===== src/rtl/life_run_ctrl.sv =====
// Run sequencer for the 8x8 life array: seed load, timed
// generation steps and post-step stable/extinct scan.
module life_run_ctrl #(
  parameter int PERIOD_W = 24,
  parameter int GEN_W    = 16
) (
  input  logic                clk,
  input  logic                reset,
  input  logic [63:0]         seed,
  input  logic                load,
  input  logic                run,
  input  logic                single,
  input  logic [PERIOD_W-1:0] period,
  input  logic                stop_on_stable,
  output logic [15:0]         vali,
  output logic [1:0]          vali_selector,
  output logic                write_enb,
  output logic [1:0]          valo_selector,
  output logic                step,
  input  logic [15:0]         valo,
  input  logic [15:0]         valo_prev,
  output logic                busy,
  output logic [GEN_W-1:0]    gen_count,
  output logic                stable,
  output logic                extinct,
  output logic                done
);

  typedef enum logic [2:0] {
    S_IDLE,
    S_LOAD,
    S_WAIT,
    S_STEP,
    S_SCAN
  } state_t;

  state_t              r_state;
  state_t              w_next;
  logic [1:0]          r_idx;
  logic [63:0]         r_seed;
  logic [PERIOD_W-1:0] r_wcnt;
  logic [GEN_W-1:0]    r_gen;
  logic                r_stable;
  logic                r_extinct;
  logic                r_done;
  logic                r_from_single;
  logic                r_acc_eq;
  logic                r_acc_zero;

  logic                w_load_ok;
  logic [PERIOD_W-1:0] w_per_last;
  logic                w_wait_end;
  logic                w_first;
  logic                w_eq;
  logic                w_zero;
  logic                w_new_stab;
  logic                w_scan_end;
  logic                w_load_end;

  // load is ignored only while a load is already in progress
  assign w_load_ok  = load && (r_state != S_LOAD);
  // a zero period behaves like a one-cycle wait
  assign w_per_last = (period == '0) ? '0
                                     : period - PERIOD_W'(1);
  assign w_wait_end = (r_wcnt >= w_per_last);
  // quadrant 0 restarts the AND-accumulation
  assign w_first    = (r_idx == 2'd0);
  assign w_eq       = (w_first | r_acc_eq) & (valo == valo_prev);
  assign w_zero     = (w_first | r_acc_zero) & (valo == 16'h0000);
  // an empty board counts as stable too
  assign w_new_stab = w_eq | w_zero;
  assign w_scan_end = (r_state == S_SCAN) && (r_idx == 2'd3);
  assign w_load_end = (r_state == S_LOAD) && (r_idx == 2'd3);

  // state register
  always_ff @(posedge clk or posedge reset) begin
    if (reset) r_state <= S_IDLE;
    else       r_state <= w_next;
  end

  // next-state decode; load overrides everything else
  always_comb begin
    w_next = r_state;
    if (w_load_ok) begin
      w_next = S_LOAD;
    end else begin
      unique case (r_state)
        S_IDLE: begin
          if (single)   w_next = S_STEP;
          else if (run) w_next = S_WAIT;
        end
        S_LOAD: begin
          if (r_idx == 2'd3) w_next = S_IDLE;
        end
        S_WAIT: begin
          if (!run)            w_next = S_IDLE;
          else if (w_wait_end) w_next = S_STEP;
        end
        S_STEP: w_next = S_SCAN;
        S_SCAN: begin
          if (r_idx == 2'd3) begin
            if (r_from_single || !run ||
                (stop_on_stable && w_new_stab))
              w_next = S_IDLE;
            else
              w_next = S_WAIT;
          end
        end
        default: w_next = S_IDLE;
      endcase
    end
  end

  // Moore outputs from registered state and quadrant index
  always_comb begin
    vali          = 16'h0000;
    vali_selector = 2'b00;
    write_enb     = 1'b0;
    valo_selector = 2'b00;
    step          = 1'b0;
    busy          = (r_state != S_IDLE);
    unique case (r_state)
      S_LOAD: begin
        write_enb     = 1'b1;
        vali_selector = r_idx;
        vali          = r_seed[{r_idx, 4'b0000} +: 16];
      end
      S_STEP:  step          = 1'b1;
      S_SCAN:  valo_selector = r_idx;
      default: ;
    endcase
  end

  // datapath: seed, counters, scan accumulators and flags
  always_ff @(posedge clk or posedge reset) begin
    if (reset) begin
      r_idx         <= 2'd0;
      r_seed        <= 64'h0;
      r_wcnt        <= '0;
      r_gen         <= '0;
      r_stable      <= 1'b0;
      r_extinct     <= 1'b0;
      r_done        <= 1'b0;
      r_from_single <= 1'b0;
      r_acc_eq      <= 1'b0;
      r_acc_zero    <= 1'b0;
    end else begin
      if (w_load_ok) r_seed <= seed;

      if ((w_next == r_state) &&
          ((r_state == S_LOAD) || (r_state == S_SCAN)))
        r_idx <= r_idx + 2'd1;
      else
        r_idx <= 2'd0;

      if (r_state == S_WAIT) r_wcnt <= r_wcnt + PERIOD_W'(1);
      else                   r_wcnt <= '0;

      if (r_state == S_IDLE) r_from_single <= single & ~load;

      if (r_state == S_SCAN) begin
        r_acc_eq   <= w_eq;
        r_acc_zero <= w_zero;
      end

      if (w_load_end)
        r_gen <= '0;
      else if (r_state == S_STEP)
        r_gen <= r_gen + GEN_W'(1);

      if (w_load_end) begin
        r_stable  <= 1'b0;
        r_extinct <= 1'b0;
      end else if (w_scan_end && !w_load_ok) begin
        r_stable  <= w_new_stab;
        r_extinct <= w_zero;
      end

      r_done <= w_scan_end && !w_load_ok;
    end
  end

  assign gen_count = r_gen;
  assign stable    = r_stable;
  assign extinct   = r_extinct;
  assign done      = r_done;

endmodule


===== config.mk =====
export PLATFORM = sky130hd
export DESIGN_NAME = life_run_ctrl
export DESIGN_NICKNAME = d
export VERILOG_FILES = /design/src/rtl/life_run_ctrl.sv
export SDC_FILE = /design/constraint.sdc
export NUM_CORES = 1
export LEC_CHECK = 0
export CAP_MARGIN = 0
export CORE_MARGIN = 3
export CORE_UTILIZATION = 33
export DETAILED_ROUTE_END_ITERATION = 8
export GPL_TIMING_DRIVEN = 0
export PLACE_DENSITY_LB_ADDON = 0.25
export SYNTH_ARGS = -nofsm -noshare
export SYNTH_HDL_FRONTEND = slang
export SYNTH_SLANG_ARGS = --single-unit

===== constraint.sdc =====
create_clock -name clk -period 5.2 [get_ports clk]
set_input_delay 1.04 -clock clk [delete_from_list [all_inputs] [get_ports clk]]
set_output_delay 1.04 -clock clk [all_outputs]
set_load 0.02 [all_outputs]

Word-level counts from Yosys, hierarchy flattened
Index checks and enable logic that the tools add are counted.
{ "op_classes": {"n_addsub": 4, "shift": 1, "n_reduce_logical": 18, "bitwise_logic": 7, "div_mod_pow": 0, "eq_ne": 8, "n_mux": 23, "multipliers": 0, "n_lt_le_gt_ge": 1} }
{ "ops": {"columns": ["operator", "count"], "rows": [
  ["indexed part select 64 x 7 -> 16 bit", 1],
  ["two-way mux 16 bit", 3],
  ["two-way mux 24 bit", 2],
  ["adder 24 x 1 -> 24 bit, second input constant", 1],
  ["greater-or-equal comparator 24 bit", 1],
  ["zero test 24 bit", 1],
  ["subtractor 24 x 1 -> 24 bit, second input constant", 1],
  ["two-way mux 3 bit", 7],
  ["adder 16 x 1 -> 16 bit, second input constant", 1],
  ["equality test 16 bit", 1],
  ["zero test 16 bit", 1],
  ["one-hot mux 3 bit (5 select lines)", 1],
  ["two-way mux 2 bit", 4],
  ["equality test 3 x 2 -> 1 bit, second input constant", 2],
  ["logical AND 1 bit", 6],
  ["two-way mux 1 bit", 6],
  ["nonzero test 2 bit", 2],
  ["bitwise AND 1 bit", 3],
  ["equality test 3 x 1 -> 1 bit, second input constant", 1],
  ["equality test 3 bit", 1],
  ["equality test 3 bit, second input constant", 1],
  ["zero test 3 bit", 1],
  ["logical OR 1 bit", 3],
  ["!= test 3 x 1 -> 1 bit, second input constant", 1],
  ["other kinds (7)", 10]
]} }
{ "word_totals": {"input_bits": 126, "output_inout_bits": 42, "mem_count": 0, "elab_cells": 73, "reg_bits": 115, "mem_bits_rw": 0, "rom_bits": 0, "latch_bits": 0} }

Longest topological paths before layout
Gate-level depths: netlist of the first run.
{ "logic_depth": {"depth_word": 13, "depth_mapped": 14, "depth_no_buf": 13} }

Worst setup path after synthesis of the first run
OpenSTA, ideal clock, no wires.
{ "synth_path": {"path_kind": "input to register", "start": "input port period[13]", "end": "register r_state[0]", "stages": 13, "setup_slack_ns": 1.311, "n_path_buf": 3, "required_time_ns": 5.060, "setup_time_ns": 0.140, "t_arrival_ns": 3.749, "path_cell_list": "or4_4 -> or3_1 -> buf_6 -> or3_4 -> buf_6 -> buf_6 -> nand2_1 -> ha_1 -> a21o_1 -> a2111oi_0 -> o21ai_0 -> nand3_1 -> a41oi_1"} }
{ "synth_between": {"elab_chain_len": 7, "word_cells_on_any_way": 8, "classes_between": "add/sub (1); order compare (1); mux (5); reduce/logical (1)"} }
{ "synth_rtl": {"columns": ["item", "line_no", "rtl"], "rows": [
  ["from (decl)", "13", "input logic [PERIOD_W-1:0] period,"],
  ["subtractor 24 x 1 -> 24 bit / zero test 24 bit (equally long branches)", "64, 63", null],
  ["two-way mux 24 bit *", "63", "assign w_per_last = (period == '0) ? '0"],
  ["greater-or-equal comparator 24 bit *", "65", "assign w_wait_end = (r_wcnt >= w_per_last);"],
  ["two-way mux 3 bit *", "97", "else if (w_wait_end) w_next = S_STEP;"],
  ["two-way mux 3 bit *", "96", "if (!run) w_next = S_IDLE;"],
  ["one-hot mux 3 bit (5 select lines) *", "87", "unique case (r_state)"],
  ["two-way mux 3 bit *", "84", "if (w_load_ok) begin"],
  ["via w_next[0]", "38", "state_t w_next;"],
  ["to (signal assigned)", "78", "else r_state <= w_next;"],
  ["to (decl)", "37", "state_t r_state;"]
]} }
Mark *: on every way through the listed nets, which the timed path passes. The rest lies on a longest branch.
A chain may end at the register's enable or synchronous reset.

Worst setup path after layout of the first run
{ "layout_path": {"start": "input port period[17]", "end": "register r_state[0]"} }
Same word-level chain as after synthesis.

==> results of run 1 <==
## synth_stat cells, types with 2 or more instances
| cell | instances |
|---|---|
| dfrtp_1 | 115 |
| mux2_2 | 66 |
| nor2_1 | 55 |
| nand2_1 | 46 |
| xor2_1 | 38 |
| ha_1 | 30 |
| xnor2_1 | 28 |
| nand3_1 | 22 |
| nand4_1 | 19 |
| and2_1 | 18 |
| a21oi_1 | 16 |
| mux4_2 | 16 |
| nor3_1 | 16 |
| o21ai_0 | 16 |
| inv_1 | 14 |
| clkbuf_1 | 13 |
| nor4_1 | 13 |
| or3_1 | 9 |
| buf_2 | 6 |
| a211oi_1 | 4 |
| and4_1 | 4 |
| buf_6 | 4 |
| nand2b_1 | 4 |
| or4_1 | 4 |
| a21o_1 | 2 |
| and3_1 | 2 |
| nand2_2 | 2 |
| nor2b_1 | 2 |
| nor3b_1 | 2 |
| o2111ai_1 | 2 |
| o21a_1 | 2 |
| o31a_1 | 2 |
## cell families (layout without fill, tap and decap cells)
| kind of cell | count (synthesis) | after routing | share of synthesized area |
|---|---|---|---|
| simple gates | 222 | 222 | 0.1712 |
| flops | 115 | 115 | 0.4395 |
| mux | 82 | 82 | 0.1685 |
| xor+xnor | 66 | 66 | 0.08829 |
| compound gates | 51 | 51 | 0.04759 |
| buf+inv | 38 | 237 | 0.02752 |
| fa+ha+maj | 30 | 30 | 0.05733 |
## stage by stage
step,instance area (sq um),hold slack (ps),TNS [ps]
after floorplan,6548,451.2,0
after global placement,8544,468.7,-103830
after detailed placement,8577,478.2,0
after CTS,9110,491.8,0
after global routing,9110,515.6,0
final,9110,489.8,0
## worst register-to-register path: cells and delay by family (launching register included)
kind | cells | cell delay (ps)
AOI/OAI and AO/OA | 2 | 390
adders and majority gates | 1 | 290
buffers and inverters | 3 | 1360
DFF | 1 | 350
and+or+nand+nor | 2 | 330
## how the worst max path moves through the flow
stage | from | end | slack [ps] | depth (start not counted)
floorplan | reset | done | 1120 | 1
global placement | reset | r_seed[27] | -910 | 2
detailed placement | period[17] | r_state[0] | 520 | 13
CTS | r_state[1] | vali[6] | 930 | 6
global route | period[11] | r_state[0] | 710 | 14
finish | period[17] | r_state[0] | 940 | 13
## layout make-up
type	instances	area, sq um	area share
Multi-Input combinational cell	451	3490	0.3831
Sequential cell	115	2878	0.3159
Timing Repair Buffer	168	1699	0.1865
Clock buffer	23	478.0	0.05247
Tap cell	260	325.3	0.03571
Buffer	24	127.6	0.01401
Inverter	14	57.56	0.006318
Clock inverter	8	55.05	0.006043
## flip-flops by register name, indices dropped and copies added (netlist names)
name and flops:
r_seed 64, r_wcnt 24, gen_count 16, r_state 3, r_idx 2, done 1, extinct 1, r_acc_eq 1
r_acc_zero 1, r_from_single 1, stable 1
## power groups by stage
stage	Clock, mW	Sequential [mW]	Combinational [mW]
2_1_floorplan	0	1.32	1.03
5_1_grt	1.11	1.39	1.76
4_1_cts	1.07	1.35	1.65
6_report	1.04	1.35	1.62
3_3_place_gp	0	1.36	1.62
3_5_place_dp	0	1.37	1.63
## metal layers
layer / routed length (microns) / up-vias
li1: - / 2537
met1: 7694 / 2466
met2: 7658 / 140
met3: 1515 / 15
met4: 234 / 0
met5: 0 / -
==> results_dict.tcl, run 1 <==
set metrics [dict create \
    placed_cells 1032 \
    ys.flop_type "dfrtp_1" \
    cp_top_family "simple AND/OR/NAND/NOR gates" \
    holdCritStartpoint "r_acc_zero" \
    cpPeakStageDelay_ps 580 \
    num_vias 5158 \
    grt_start_max_net_pins 90 \
    first_global_vias 5496 \
    timing.rr.end "r_state[1]" \
    synth_fp_nets 760 \
    grt_overflow 0 \
    yosys-top-cells-area "dfrtp_1 (44%), mux2_2 (11%), ha_1 (5.7%)" \
    arrival_ps 4520 \
    finalHoldViolations 0 \
    worstMarginPinSlew_ps 1047 \
    rows 50 \
    met1_usage 0.2052 \
    cellPowerDensity_nw_per_um2 440.4 \
    holdPathEnd "r_acc_zero" \
    place_congestion 0.7756 \
    core-area_sq_um 19080 \
    combPwrFrac 0.403 \
    use_met3 0.07033 \
    finalCritPeriodShare 0.8188 \
    rrSetupSlack_ps 2430 \
    portBuffers 167 \
    wl_per_cell_microns 16.09 \
    fill_cells 1792 \
    setup_ws_ps 942.0 \
    die_area_sq_um 21570 \
    synthDistinctLibCells 44 \
    grt_usage 0.1628 \
    relSlewSlack 0.2956 \
    grt_pass1_wl_microns 28140 \
    rsz0062_at_grt "no" \
    drv_slew 0 \
    detailedPlace.worstSlack_ps 520.5 \
    swShare 0.3219 \
    clkPwrFrac 0.260 \
    end_kind "flip-flop" \
    syn_avg_cell_area_sq_um 10.84 \
    clockBufferDepth 2 \
    critPathSlowestCell "or4_1" \
    drtIter0Drc 201 \
    switchingPower_mw 1.292 \
    initial_core_util 0.3431 \
    mostFrequentLayoutCells "clkdlybuf4s50_1 (167), dfrtp_1 (115), mux2_2 (66)" \
    worstReg2RegStart "r_idx[1]" \
    setup.worst_path.start_class "input port" \
    synth_seq_cells 115 \
    vias_per_cell 4.852 \
    worstSetupPathType "input port to flip-flop" \
    dpl.hpwl_microns 12920 \
    nets 947 \
    totalWireLength_microns 17100 \
    required_ps 5460 \
    postCtsSetupRepairBufs 0 \
    antenna_found_initial 0 \
    hold_depth 2 \
    die_w_microns 146.9 \
    power_frac_seq 0.337 \
    netlist_instances 604 \
    met2_usage 0.2554 \
    max_cap_viol_count 0 \
    dr.pass1.iters 4 \
    htreeDepth 4 \
    synth_top_area_cell "dfrtp_1" \
    intPower_mw 2.721 \
    cts_tree "yes" \
    busiest_layer "met2" \
    clk_pin_slew_worst_paths_ps 50 \
    clk_latency_ps 410 \
    fin_cells 1063 \
    crit_fanout 10 \
    synth_edf_count 0 \
    hp-class "flip-flop to flip-flop" \
    cts_num_sinks 115 \
    cts_made_buffers 17 \
    yosysSeqAreaShare 0.4395 \
    synthArstFlopShare 1.000 \
    leakage_nw 3.734 \
    crit_buf_inv 3 \
    fmax_ghz 0.2349 \
    die_h_microns 146.9 \
    final_util 0.4774 \
    drc 0 \
    cts-root-buf "clkbuf_16" \
    power_mw 4.012 \
    ir_drop_v 0.0002998 \
    synth_top_cell_area_share 0.4395 \
    holdBufCountCts 0 \
    final.min_clock_period_ps 4258 \
    io_pins 168 \
    antenna_left 0 \
    outcome "finished, final reports clean" \
    setup_viol 0 \
    ctsResizeCount 0 \
    crit_chain "clkdlybuf4s50_1 > or4_1 > or4_1 > or3_4 > buf_6 > buf_6 > nand2_1 > ha_1 > a21o_1 > a2111oi_0 > o21ai_0 > nand3_1 > a41oi_1" \
    drive_gt1_frac 0.1582 \
    ys_warn_count 0 \
    area_growth_pct 39.14 \
    rr_worst_depth 8 \
    finClkSkew_ps 7.698 \
    synth_area_sq_um 6548 \
    antenna_cells 0 \
    final_common_cell "clkdlybuf4s50_1" \
]
Note: power is estimated with default switching activity, not from simulation.
==> inputs of run 2 (changes only) <==
- clock period: 5.2 -> 4 ns (I/O delays scaled with it)
==> run 2 against run 1 <==
Via count is 0.27% higher. Count of clock-buffer cells in the layout stayed put. Core utilization is 0.14 points higher. Power is 30% higher. Critical path type unchanged.
==> results_dict.tcl, run 2 (same netlist as run 1, synthesis figures left out) <==
set metrics [dict create \
    vias_per_cell 4.865 \
    place_congestion 0.7756 \
    dr.pass1.iters 4 \
    swShare 0.3218 \
    grt_pass1_wl_microns 28140 \
    arrival_ps 4110 \
    largest_reg_flops 64 \
    first_global_vias 5496 \
    rr_worst_depth 7 \
    setup.worst_path.start "period[13]" \
    power_frac_seq 0.337 \
    end_kind "flip-flop" \
    crit_fanout 10 \
    timing.rr.end "gen_count[10]" \
    outcome "finished, final reports clean" \
    clk_pin_slew_worst_paths_ps 50 \
    cts_made_buffers 17 \
    num_vias 5172 \
    combPwrFrac 0.403 \
    drc 0 \
    fmax_ghz 0.2595 \
    switchingPower_mw 1.680 \
    htreeDepth 4 \
    wl_per_cell_microns 16.11 \
    endpoint "r_state[0]" \
    holdBufCountCts 0 \
    clk_latency_ps 410 \
    leakage_nw 3.757 \
    cellPowerDensity_nw_per_um2 571.3 \
    finalSetupTns_ps 0 \
    io_pins 168 \
    postCtsSetupRepairBufs 0 \
    ir_drop_v 0.0003897 \
    die_h_microns 146.9 \
    intPower_mw 3.540 \
    antenna_left 0 \
    final_common_cell "clkdlybuf4s50_1" \
    grt_usage 0.1628 \
    setup_viol 0 \
    grt_overflow 0 \
    cts-root-buf "clkbuf_16" \
    area_growth_pct 39.56 \
    initial_core_util 0.3431 \
    finalCritPeriodShare 0.9633 \
    die_w_microns 146.9 \
    required_ps 4260 \
    cts_tree "yes" \
    dpl.hpwl_microns 12920 \
    die_area_sq_um 21570 \
    power_mw 5.220 \
    relSlewSlack 0.2865 \
    totalWireLength_microns 17130 \
    setup_ws_ps 146.8 \
    core-area_sq_um 19080 \
    antenna_found_initial 0 \
    antenna_cells 0 \
    detailedPlace.worstSlack_ps -439.5 \
    rsz0062_at_grt "yes" \
    drtIter0Drc 209 \
    drive_gt1_frac 0.1669 \
    worstMarginPinSlew_ps 1060 \
    final.min_clock_period_ps 3853 \
    regMostFlops "r_seed" \
    finClkSkew_ps 8.805 \
    grt_start_max_net_pins 90 \
    drv_slew 0 \
    setup.worst_path.start_class "input port" \
    cts_num_sinks 115 \
    clkPwrFrac 0.260 \
    clockBufferDepth 2 \
    hp-class "flip-flop to flip-flop" \
    nets 947 \
    mostFrequentLayoutCells "clkdlybuf4s50_1 (166), dfrtp_1 (115), mux2_2 (66)" \
    rrSetupSlack_ps 1430 \
    finalHoldViolations 0 \
    worstReg2RegStart "r_state[1]" \
    portBuffers 167 \
    max_cap_viol_count 0 \
    rows 50 \
    worstSetupPathType "input port to flip-flop" \
]
run 2: changes by cell type in the layout (fill, tap and decap cells not counted), sizes merged:
cell,previous run,this run
clkdlybuf4s50,167,166
dlymetal6s2s,0,1
run 2: stage by stage:
| step | cells | cell area, sq um | hold slack (ps) | util |
|---|---|---|---|---|
| 2_1_floorplan | 604 | 6548 | 451.2 | - |
| 3_3_place_gp | 1031 | 8544 | 468.7 | 0.4478 |
| 3_5_place_dp | 1032 | 8577 | 478.2 | 0.4495 |
| 4_1_cts | 1063 | 9111 | 491.8 | 0.4775 |
| 5_1_grt | 1063 | 9138 | 515.6 | 0.4789 |
| 6_report | 1063 | 9138 | 489.8 | 0.4789 |
run 2: how the worst min path moves through the flow:
stage | start | to | slack, ps | cells past startpoint
final | r_acc_zero | r_acc_zero | 490 | 2
after global routing | r_acc_zero | r_acc_zero | 520 | 2
after CTS | r_acc_zero | r_acc_zero | 490 | 2
after floorplan | r_acc_eq | r_acc_eq | 450 | 2
after global placement | r_acc_zero | r_acc_zero | 470 | 2
after detailed placement | r_acc_zero | r_acc_zero | 480 | 2
run 2: what timing repair did:
item                       CTS  global route
pin swaps                    0             1
resized for setup            2            11
setup endpoints to repair    8            10
run 2: power by group through the flow:
stage	Clock (mW)	Sequential, mW	Combinational, mW
5_1_grt	1.44	1.81	2.29
6_report	1.36	1.76	2.11
2_1_floorplan	0	1.72	1.33
3_5_place_dp	0	1.78	2.12
4_1_cts	1.39	1.76	2.14
3_3_place_gp	0	1.76	2.10
run 2: worst max-delay path, stage by stage:
cell and delay (ps):
clkdlybuf4s50_1 440, or4_4 560, or3_1 330, buf_6 150, or3_4 380, buf_6 140
buf_6 130, nand2_1 70, ha_1 240, a21o_1 190, a2111oi_2 280, o21ai_1 140
nand3_1 120, a41oi_1 140
run 2: cell type report:
class	count	area [sq um]
plain buffers	24	131.4
clock buffers	23	478.0
clock inverters	8	55.05
fillers	1790	9943
inverters	14	57.56
multi-input cells	451	3511
flip-flops and latches	115	2878
well taps	260	325.3
repair buffers	168	1702
run 2: per-layer routing:
layer,track usage,up-vias,wire length [microns]
li1,-,2542,-
met5,0,-,0
met2,0.2554,143,7668
met1,0.2052,2472,7698
met3,0.07033,15,1528
met4,0.04704,0,234
==> inputs of run 3 (changes only) <==
- CAP_MARGIN: 0 -> unset
- PLACE_DENSITY: unset -> 0.68
- PLACE_DENSITY_LB_ADDON: 0.25 -> unset
- clock period: 4 -> 3.6 ns (I/O delays scaled with it)
==> run 3 against run 2 <==
First-iteration DRC count is 24% lower. Clock power is 21% higher. Via count is 1.5% higher. Sequential power is 11% higher. Largest cell class unchanged. Die area stayed put. Final area is 1.5% higher. Critical endpoint unchanged. Critical path depth stayed put. Combinational power is 13% higher. Worst hold slack worse by 4.7 ps.
==> results_dict.tcl, run 3 (same netlist as run 1, synthesis figures left out) <==
set metrics [dict create \
    final_common_cell "clkdlybuf4s50_1" \
    grt_pass1_wl_microns 27900 \
    end_kind "flip-flop" \
    cts_num_sinks 115 \
    outcome "finished, final reports clean" \
    grt_start_max_net_pins 41 \
    fin_cells 1069 \
    largest_reg_flops 64 \
    holdBufCountCts 0 \
    antenna_cells 0 \
    required_ps 3840 \
    rrSetupSlack_ps 1080 \
    fill_cells 1772 \
    worstReg2RegStart "r_state[1]" \
    antenna_found_initial 1 \
    dpl.hpwl_microns 12920 \
    cts-root-buf "clkbuf_16" \
    hp-class "flip-flop to flip-flop" \
    vias_per_cell 4.909 \
    met1_usage 0.2045 \
    clk_pin_slew_worst_paths_ps 50 \
    mostFrequentLayoutCells "clkdlybuf4s50_1 (159), dfrtp_1 (115), mux2_2 (66)" \
    first_global_vias 5432 \
    whs_ps 485.1 \
    clockBufferDepth 2 \
    drv_slew 0 \
    antenna_left 0 \
    placed_cells 1034 \
    drc 0 \
    finClkSkew_ps 9.500 \
    die_area_sq_um 21570 \
    combPwrFrac 0.398 \
    dr.pass1.iters 4 \
    relSlewSlack 0.3612 \
    num_vias 5248 \
    cellPowerDensity_nw_per_um2 646.4 \
    fmax_ghz 0.2843 \
    rows 50 \
    switchingPower_mw 1.889 \
    initial_core_util 0.3431 \
    setup_viol 0 \
    leakage_nw 3.818 \
    use_met3 0.04997 \
    nets 954 \
    htreeDepth 4 \
    multi_input_area_sq_um 3543 \
    finalCritPeriodShare 0.9771 \
    setup.worst_path.start "period[13]" \
    arrival_ps 3760 \
    max_cap_viol_count 0 \
    clk_latency_ps 400 \
    drtIter0Drc 159 \
    detailedPlace.worstSlack_ps -738.9 \
    cts_tree "yes" \
    finalSetupTns_ps 0 \
    worstSetupPathType "input port to flip-flop" \
    wl_per_cell_microns 15.94 \
    grt_usage 0.1598 \
    place_congestion 0.7986 \
    rsz0062_at_grt "yes" \
    cp_top_family "simple AND/OR/NAND/NOR gates" \
    finalHoldViolations 0 \
    io_pins 168 \
    met2_usage 0.2632 \
    power_frac_seq 0.327 \
    swShare 0.3151 \
    crit_fanout 10 \
    die_w_microns 146.9 \
    setup.worst_path.start_class "input port" \
    die_h_microns 146.9 \
    area_growth_pct 41.70 \
    critPathSlowestCell "or4_4" \
    cts_made_buffers 17 \
    setup_ws_ps 82.37 \
    worstMarginPinSlew_ps 949.4 \
    busiest_layer "met2" \
    portBuffers 167 \
    regArea_sq_um 2878 \
    holdCritStartpoint "r_acc_zero" \
    clkPwrFrac 0.275 \
    regMostFlops "r_seed" \
    intPower_mw 4.108 \
    drive_gt1_frac 0.1891 \
    final.min_clock_period_ps 3518 \
    power_mw 5.997 \
    crit_chain "dlygate4sd2_1 > or4_4 > or3_4 > buf_6 > or3_4 > buf_6 > buf_6 > nand2_1 > ha_1 > a21o_1 > a2111oi_2 > o21ai_1 > nand3_1 > a41oi_2" \
    cpPeakStageDelay_ps 490 \
    crit_top_cell "buf_6" \
    core-area_sq_um 19080 \
    ir_drop_v 0.0005208 \
    grt_overflow 0 \
    totalWireLength_microns 17040 \
    crit_buf_inv 4 \
]
[run 3: cell count changes in the layout (fill, tap and decap cells not counted), sizes merged, moves of 2 or more]
cell | before | now
inv | 14 | 12
bufinv | 0 | 2
dlygate4sd2 | 0 | 5
buf | 12 | 20
clkdlybuf4s50 | 166 | 159
clkinvlp | 3 | 5
[run 3: final timing paths]
| path | to | depth (start not counted) |
|---|---|---|
| max reg2reg | r_state[0] | 9 |
| min in group asynchronous | gen_count[6] | 2 |
| min reg2reg | r_acc_zero | 2 |
| min | r_acc_zero | 2 |
| max in group asynchronous | r_seed[51] | 4 |
| max | r_state[0] | 14 |
[run 3: timing repair]
item | in CTS | in global routing
gates resized for setup | 21 | 13
endpoints found under the setup margin | 17 | 10
hold endpoints to repair | 0 | 0
buffers inserted | 3 | 3
pin swaps | 5 | 2
[run 3: cell type report]
class | count | share of cell area
Tap cell | 260 | 0.03506
Timing Repair Buffer | 176 | 0.1898
Buffer | 23 | 0.01443
Multi-Input combinational cell | 451 | 0.3819
Inverter | 14 | 0.006473
Clock buffer | 21 | 0.05071
Clock inverter | 9 | 0.01146
Sequential cell | 115 | 0.3102
[run 3: per-stage QoR]
step                area, sq um    util
floorplan                  6551       -
global placement           8548  0.4480
detailed placement         8608  0.4511
CTS                        9226  0.4835
global route               9278  0.4862
finish                     9278  0.4862
[run 3: metal layers]
layer | share of wire | vias to the layer above
met1 | 0.44 | 2547
met2 | 0.47 | 137
met3 | 0.070 | 13
met4 | 0.0099 | 2
li1 | - | 2549
met5 | 0.0011 | -
[run 3: power by group through the flow]
stage          combinational [mW]  clock (mW)  sequential, mW
6_report                     2.39        1.65            1.96
3_3_place_gp                 2.34           0            1.95
3_5_place_dp                 2.37           0            1.97
2_1_floorplan                1.48           0            1.91
5_1_grt                      2.59        1.75            2.01
4_1_cts                      2.39        1.69            1.96
[run 3: worst reg2reg max path: stages, from the launching register on]
cell	delay, ps
dfrtp_1	360
clkbuf_1	200
or3b_2	570
clkinvlp_4	150
buf_4	140
and2_1	110
clkbuf_1	260
a21oi_1	150
nor3_1	260
a41oi_2	160
